**config.mk**
```make
export PLATFORM = sky130hd
export DESIGN_NAME = cd_tx_bytes
export DESIGN_NICKNAME = d
export VERILOG_FILES = /design/src/rtl/cd_tx_bytes.sv
export SDC_FILE = /design/constraint.sdc
export NUM_CORES = 1
export LEC_CHECK = 0
export ABC_AREA = 1
export ABC_CLOCK_PERIOD_IN_PS = 5700
export CORE_MARGIN = 5
export CORE_UTILIZATION = 61
export DETAILED_ROUTE_END_ITERATION = 6
export GPL_ROUTABILITY_DRIVEN = 0
export PLACE_DENSITY = 0.95
export SETUP_SLACK_MARGIN = 0.3
export SYNTH_ARGS = -nofsm -noshare
export SYNTH_HDL_FRONTEND = slang
export SYNTH_SLANG_ARGS = --single-unit
```
**constraint.sdc**
```tcl
create_clock -name clk -period 5.7 [get_ports clk]
set_clock_uncertainty 0.15 [all_clocks]
set_input_delay 1.14 -clock clk [delete_from_list [all_inputs] [get_ports clk]]
set_output_delay 1.14 -clock clk [all_outputs]
set_load 0.005 [all_outputs]
```
**src/rtl/cd_tx_bytes.sv**
```systemverilog
// CDBUS transmit byte engine: fetches one frame from the TX buffer and hands it
// to the serializer byte by byte, appending a CRC-16/MODBUS unless user_crc is set.
module cd_tx_bytes (
  input  logic       clk,
  input  logic       reset_n,
  input  logic       tx_pending,
  input  logic       user_crc,
  input  logic       abort,
  output logic       tx_done,
  output logic [7:0] ram_rd_addr,
  output logic       ram_rd_en,
  input  logic [7:0] ram_rd_byte,
  output logic       ram_rd_done,
  output logic [7:0] ser_data,
  output logic       ser_data_valid,
  output logic       ser_data_last,
  input  logic       ser_data_ack
);

  typedef enum logic [2:0] {
    S_IDLE  = 3'd0,
    S_FETCH = 3'd1,
    S_SEND  = 3'd2,
    S_CRC_L = 3'd3,
    S_CRC_H = 3'd4,
    S_DONE  = 3'd5
  } state_t;

  function automatic logic [15:0] crc16_upd(input logic [15:0] crc, input logic [7:0] din);
    logic [15:0] c;
    c = crc ^ {8'h00, din};
    for (int i = 0; i < 8; i++) begin
      c = c[0] ? ((c >> 1) ^ 16'hA001) : (c >> 1);
    end
    return c;
  endfunction

  // The 256-byte buffer must hold header, payload and both CRC bytes.
  function automatic logic [7:0] clamp_len(input logic [7:0] len, input logic ucrc);
    logic [7:0] lim;
    lim = ucrc ? 8'd251 : 8'd253;
    return (len > lim) ? lim : len;
  endfunction

  state_t      r_state, w_state_nxt;
  logic [8:0]  r_byte_cnt, w_byte_cnt_nxt;
  logic [7:0]  r_data_len, w_data_len_nxt;
  logic [15:0] r_crc, w_crc_nxt;
  logic [7:0]  r_ser_data, w_ser_data_nxt;
  logic        r_ser_valid, w_ser_valid_nxt;
  logic        r_ser_last, w_ser_last_nxt;
  logic        w_rd_en;
  logic        w_done;
  logic [8:0]  w_cnt_inc;
  logic [8:0]  w_ram_total;
  logic [8:0]  w_last_idx;

  assign w_cnt_inc   = r_byte_cnt + 9'd1;
  assign w_ram_total = {1'b0, r_data_len} + (user_crc ? 9'd5 : 9'd3);
  assign w_last_idx  = {1'b0, r_data_len} + 9'd4;

  assign ram_rd_addr    = w_byte_cnt_nxt[7:0];
  assign ram_rd_en      = w_rd_en;
  assign tx_done        = w_done;
  assign ram_rd_done    = w_done;
  assign ser_data       = r_ser_data;
  assign ser_data_valid = r_ser_valid;
  assign ser_data_last  = r_ser_last;

  // State and datapath registers.
  always_ff @(posedge clk or negedge reset_n) begin
    if (!reset_n) begin
      r_state     <= S_IDLE;
      r_byte_cnt  <= 9'd0;
      r_data_len  <= 8'd0;
      r_crc       <= 16'hFFFF;
      r_ser_data  <= 8'd0;
      r_ser_valid <= 1'b0;
      r_ser_last  <= 1'b0;
    end else begin
      r_state     <= w_state_nxt;
      r_byte_cnt  <= w_byte_cnt_nxt;
      r_data_len  <= w_data_len_nxt;
      r_crc       <= w_crc_nxt;
      r_ser_data  <= w_ser_data_nxt;
      r_ser_valid <= w_ser_valid_nxt;
      r_ser_last  <= w_ser_last_nxt;
    end
  end

  // Next-state, datapath updates and RAM/handshake strobes.
  always_comb begin
    w_state_nxt     = r_state;
    w_byte_cnt_nxt  = r_byte_cnt;
    w_data_len_nxt  = r_data_len;
    w_crc_nxt       = r_crc;
    w_ser_data_nxt  = r_ser_data;
    w_ser_valid_nxt = r_ser_valid;
    w_ser_last_nxt  = r_ser_last;
    w_rd_en         = 1'b0;
    w_done          = 1'b0;
    if (abort) begin
      // Abort wins over any ack or completion; the buffer stays owned by us.
      w_state_nxt     = S_IDLE;
      w_ser_valid_nxt = 1'b0;
      w_ser_last_nxt  = 1'b0;
    end else begin
      case (r_state)
        S_IDLE: begin
          w_crc_nxt      = 16'hFFFF;
          w_byte_cnt_nxt = 9'd0;
          w_data_len_nxt = 8'd0;
          if (tx_pending) begin
            w_rd_en     = 1'b1;
            w_state_nxt = S_FETCH;
          end else begin
            w_state_nxt = S_IDLE;
          end
        end
        S_FETCH: begin
          w_ser_data_nxt  = ram_rd_byte;
          w_ser_valid_nxt = 1'b1;
          w_crc_nxt       = crc16_upd(r_crc, ram_rd_byte);
          if (r_byte_cnt == 9'd2) begin
            w_data_len_nxt = clamp_len(ram_rd_byte, user_crc);
          end else begin
            w_data_len_nxt = r_data_len;
          end
          if (user_crc && (r_byte_cnt == w_last_idx)) begin
            w_ser_last_nxt = 1'b1;
          end else begin
            w_ser_last_nxt = 1'b0;
          end
          w_state_nxt = S_SEND;
        end
        S_SEND: begin
          if (ser_data_ack) begin
            w_ser_valid_nxt = 1'b0;
            w_byte_cnt_nxt  = w_cnt_inc;
            if (w_cnt_inc < w_ram_total) begin
              w_rd_en     = 1'b1;
              w_state_nxt = S_FETCH;
            end else if (user_crc) begin
              w_ser_last_nxt = 1'b0;
              w_state_nxt    = S_DONE;
            end else begin
              w_ser_data_nxt  = r_crc[7:0];
              w_ser_valid_nxt = 1'b1;
              w_state_nxt     = S_CRC_L;
            end
          end else begin
            w_state_nxt = S_SEND;
          end
        end
        S_CRC_L: begin
          if (ser_data_ack) begin
            w_ser_data_nxt  = r_crc[15:8];
            w_ser_valid_nxt = 1'b1;
            w_ser_last_nxt  = 1'b1;
            w_state_nxt     = S_CRC_H;
          end else begin
            w_state_nxt = S_CRC_L;
          end
        end
        S_CRC_H: begin
          if (ser_data_ack) begin
            w_ser_valid_nxt = 1'b0;
            w_ser_last_nxt  = 1'b0;
            w_state_nxt     = S_DONE;
          end else begin
            w_state_nxt = S_CRC_H;
          end
        end
        S_DONE: begin
          w_done      = 1'b1;
          w_state_nxt = S_IDLE;
        end
        default: begin
          w_state_nxt     = S_IDLE;
          w_ser_valid_nxt = 1'b0;
          w_ser_last_nxt  = 1'b0;
        end
      endcase
    end
  end

endmodule

```
[Yosys cells after proc, flatten, opt, wreduce, memory -nomap -nowiden]
Cells that the tools add are included.
Operators by class
  equality and inequality tests: 18
  add/sub/neg operators: 3
  reduce and logical (&&, ||, !) cells: 12
  mux-type cells: 50
  bitwise logic cells: 10
  magnitude comparators: 2
Operators with widths (number)
  $mux 16: 8
  $mux 8: 7
  $pmux 16 s2: 1
  $not 2->3: 8
  $pmux 8 s3: 1
  $mux 3: 7
  $mux 1: 19
  $pmux 9 s2: 1
  $pmux 8 s2: 1
  $xor 16x8->16: 1
  $ne 3x3->1 const B: 5
  $pmux 3 s5: 1
  $reduce_and 6->1: 2
  $ne 2x2->1 const B: 5
  $pmux 1 s5: 2
  $add 8x3->9: 1
  $add 8x3->9 const B: 1
  $add 9x1->9 const B: 1
  $eq 9x2->1 const B: 1
  $eq 9x9->1: 1
  $lt 9x9->1: 1
  $mux 9: 1
  $gt 8x8->1: 1
  $eq 3x2->1 const B: 2
  other kinds (13): 16
Storage, ports and cells
  register bits after elaboration: 46
  output and inout bits: 21

[Logic depth before layout (Yosys ltp)]
  depth in word-level cells: 18
  depth in mapped cells: 17
  mapped depth without buffers: 16

[Worst setup path after synthesis]
Ideal clock, no wire load.
  path kind: input -> output
  from: in user_crc
  to: out ram_rd_en
  path buffers: 0
  data arrival time: 2.918 ns
  setup slack: 1.492 ns
  stages: 11
  cell sequence: inv_1 -> fa_1 -> a21oi_1 -> nor2_1 -> xor2_1 -> ha_1 -> nand2_1 -> nor2_1 -> nand2_1 -> o211ai_1 -> o22ai_1
Between the ends
  word-level cells in the longest chain between the ends: 7
Ends and longest elaborated chain
  start: declaration: line 7  | input logic user_crc,
  $mux 3: line 59  | assign w_ram_total = {1'b0, r_data_len} + (user_crc ? 9'd5 : 9'd3);
  $add 8x3->9: line 59
  $lt 9x9->1: line 140  | if (w_cnt_inc < w_ram_total) begin
  $mux 1: line 140
  $mux 1: line 137  | if (ser_data_ack) begin
  $pmux 1 s2: line 108  | case (r_state)
  $mux 1: line 102  | if (abort) begin
  end: declaration: line 11  | output logic ram_rd_en,
No other way between the ends.

[Worst setup path in the final report]
Same ends and word-level chain as after synthesis.

==> metrics.txt <==
setup ws final roughly 510 ps; Iter 0 DRT Violations about 330; Metal-1 WL between 3 and 4 mm; met2 wire len between 4 and 5 mm; reg2reg start r_byte_cnt[0]$_DFF_PN0_; Worst-Skew Late Latency about 300 ps; sinks on the clock net 46; setup_tns 0 ps; Mapped Cells 442; antenna cells 0; Layout fillers ~360; syn_area_per_cell ~7.3 sq um; DR WL/cell between 15 and 20 um; clk root buf clkbuf_8; CORE AREA approximately 0.005 sq mm; worst slew pin tran approximately 1000 ps; Vias/cell 5.98; largest net degree at the start of global routing 47; WHS Endpoint ser_data[1]$_DFFE_PN0P_; WP data required approximately 4400 ps; TritonCTS clock tree built; Final Instance Area between 0.003 and 0.004 sq mm; H-Tree Depth 2; port bufs 34; reg2reg end ser_data[7]$_DFFE_PN0P_; num ports 35; Total Routing Usage GR 27.0%; most common cell after layout, fill and taps aside nand2_1; wire length of the first global-routing pass around 14 mm; Ys Warns 0; Tmin final ~5200 ps; grt ovf 0; Post-Syn Area 0.00323 sq mm; Storage cell area 0.00117 sq mm; hold depth 2; Clock Path Buffers 2; Post-CTS Hold Buffers 0; final core utilization between 70% and 80%; CP Class in2out; via count around 3.3k; ys flop type dfrtp_1; Yosys reg bits 46; synth top area cells dfrtp_1 23%, nand2_1 14%, dfstp_2 13%; CTS buffer count 5; highest metal used met4; DIE AREA just under 0.007 sq mm; sequential cell area fraction in the yosys report approximately 36%; static leakage between 1.5 and 2 nW; hold wc startpoint ser_data[1]$_DFFE_PN0P_; Multi-input gate area 0.00177 sq mm; Async S/R FF share, synth 100%; Place WS ~180 ps; DRT Wirelength just under 9 mm; minimum setup slack among reg-to-reg paths around 2400 ps; Power Total ~0.97 mW; Layout Cells excl Fill roughly 550; syn nets approximately 470; final antenna-violating net count 0; WL met3 approximately 720 um; TritonRoute pass-1 iters 7; Synth area leader dfrtp_1; post-DP HPWL approximately 6.4 mm; Max-cap violations 0; Placed Instances around 540; RSZ-0062 raised after global routing no; area post-placement 0.00360 sq mm; Die X between 80 and 90 um; crit path from user_crc; Hold WS approximately 340 ps; DR DRC count 0; Nets about 500; share of layout cells above drive strength 1 about 10%; Netlist cell types 36; f_max between 150 and 200 MHz; Slew Limit Fails 0; outcome complete, no violations; area delta synth->final 15.8%; crit-path max FO 6; row cnt 26; Worst-path clk slew about 90 ps; Worst Path Arrival a little under 4000 ps; endpoints failing setup 0; EDFF count, synth 0; Max VDD drop ~0.16 mV; Power Density 258 mW/mm^2; Critical Path Source Type input pin; initial antenna violation count 0; Final Hold Viols 0; Hold/Removal Path Class reg2reg; Initial Utilization a little over three fifths; worst r2r path cells 18; Final period util 91.1%; vias in the first global route ~3.2k; top cell type's share of synthesized area between 20% and 30%; Slew HR 33.1%; die height 82.7 um; most frequent cells in the layout 119 x nand2_1, 65 x inv_1, 42 x nor2_1; Critical Path End Type output port
-- power by group --
part / internal [mW] / switching [mW] / leakage, nW
Combinational: 0.138 / 0.188 / 1.26
Sequential: 0.384 / 0.0317 / 0.574
Clock: 0.111 / 0.112 / 0.0544
-- cell type report --
cell class,count,share of cell area (%)
Clock buffer,7,2.58
Inverter,66,6.63
Timing Repair Buffer,37,9.54
Sequential cell,46,31.3
Tap cell,70,2.34
Multi-Input combinational cell,322,47.3
Clock inverter,1,0.234
-- worst max path at each step --
stage,end,slack (ps),depth (start not counted)
after floorplan,ram_rd_en,1490,11
after global placement,ram_rd_en,360,13
after detailed placement,ram_rd_en,180,13
after CTS,ram_rd_en,540,13
after global routing,ram_rd_en,300,14
final,ram_rd_en,510,13
-- worst max-delay path, cell delays in order --
cell,delay [ps]
clkdlybuf4s50_1,450
buf_4,190
ha_1,380
a21oi_2,220
nand2_1,100
xor2_1,160
ha_1,300
nand2_1,90
o21ai_0,230
nand2_1,90
o211ai_1,160
o22ai_1,110
dlygate4sd2_1,280
-- flip-flops by register name (all words and copies together), names as in the netlist --
| name | cells |
|---|---|
| r_byte_cnt | 9 |
| ser_data | 8 |
| ser_data_valid | 1 |
| ser_data_last | 1 |
| r_data_len | 8 |
| r_crc | 16 |
| r_state | 3 |
-- cell usage after synthesis, types with 8 or more instances --
cell type  number
a21oi_1        19
a22oi_1        11
dfrtp_1        30
dfstp_2        16
ha_1           16
inv_1          65
nand2_1       119
nand3_1        25
nor2_1         43
o21ai_0        20
o21ai_2         8
o22ai_1        18
xor2_1         15
-- metal layers --
layer | GRT usage, % | up-vias
met4 | 9.80 | 0
li1 | - | 1508
met1 | 33.3 | 1551
met3 | 4.66 | 31
met5 | 0 | -
met2 | 47.3 | 191
-- cells by family (layout without fill, tap and decap cells) --
group | count (synthesis) | in the layout | share of synthesized area [%]
compound gates | 83 | 83 | 16.1
xor+xnor | 20 | 20 | 5.43
fa+ha+maj | 17 | 17 | 6.82
buf+inv | 74 | 111 | 9.58
flops | 46 | 46 | 36.3
simple gates | 202 | 202 | 25.8
-- repair_timing --
action,in CTS,in global routing
cloned,0,0
resized for setup,1,6
setup buffers,1,1
setup endpoints to repair,1,1
hold endpoints to repair,0,0
pin swaps,1,1
Note: power is estimated with default switching activity, not from simulation.
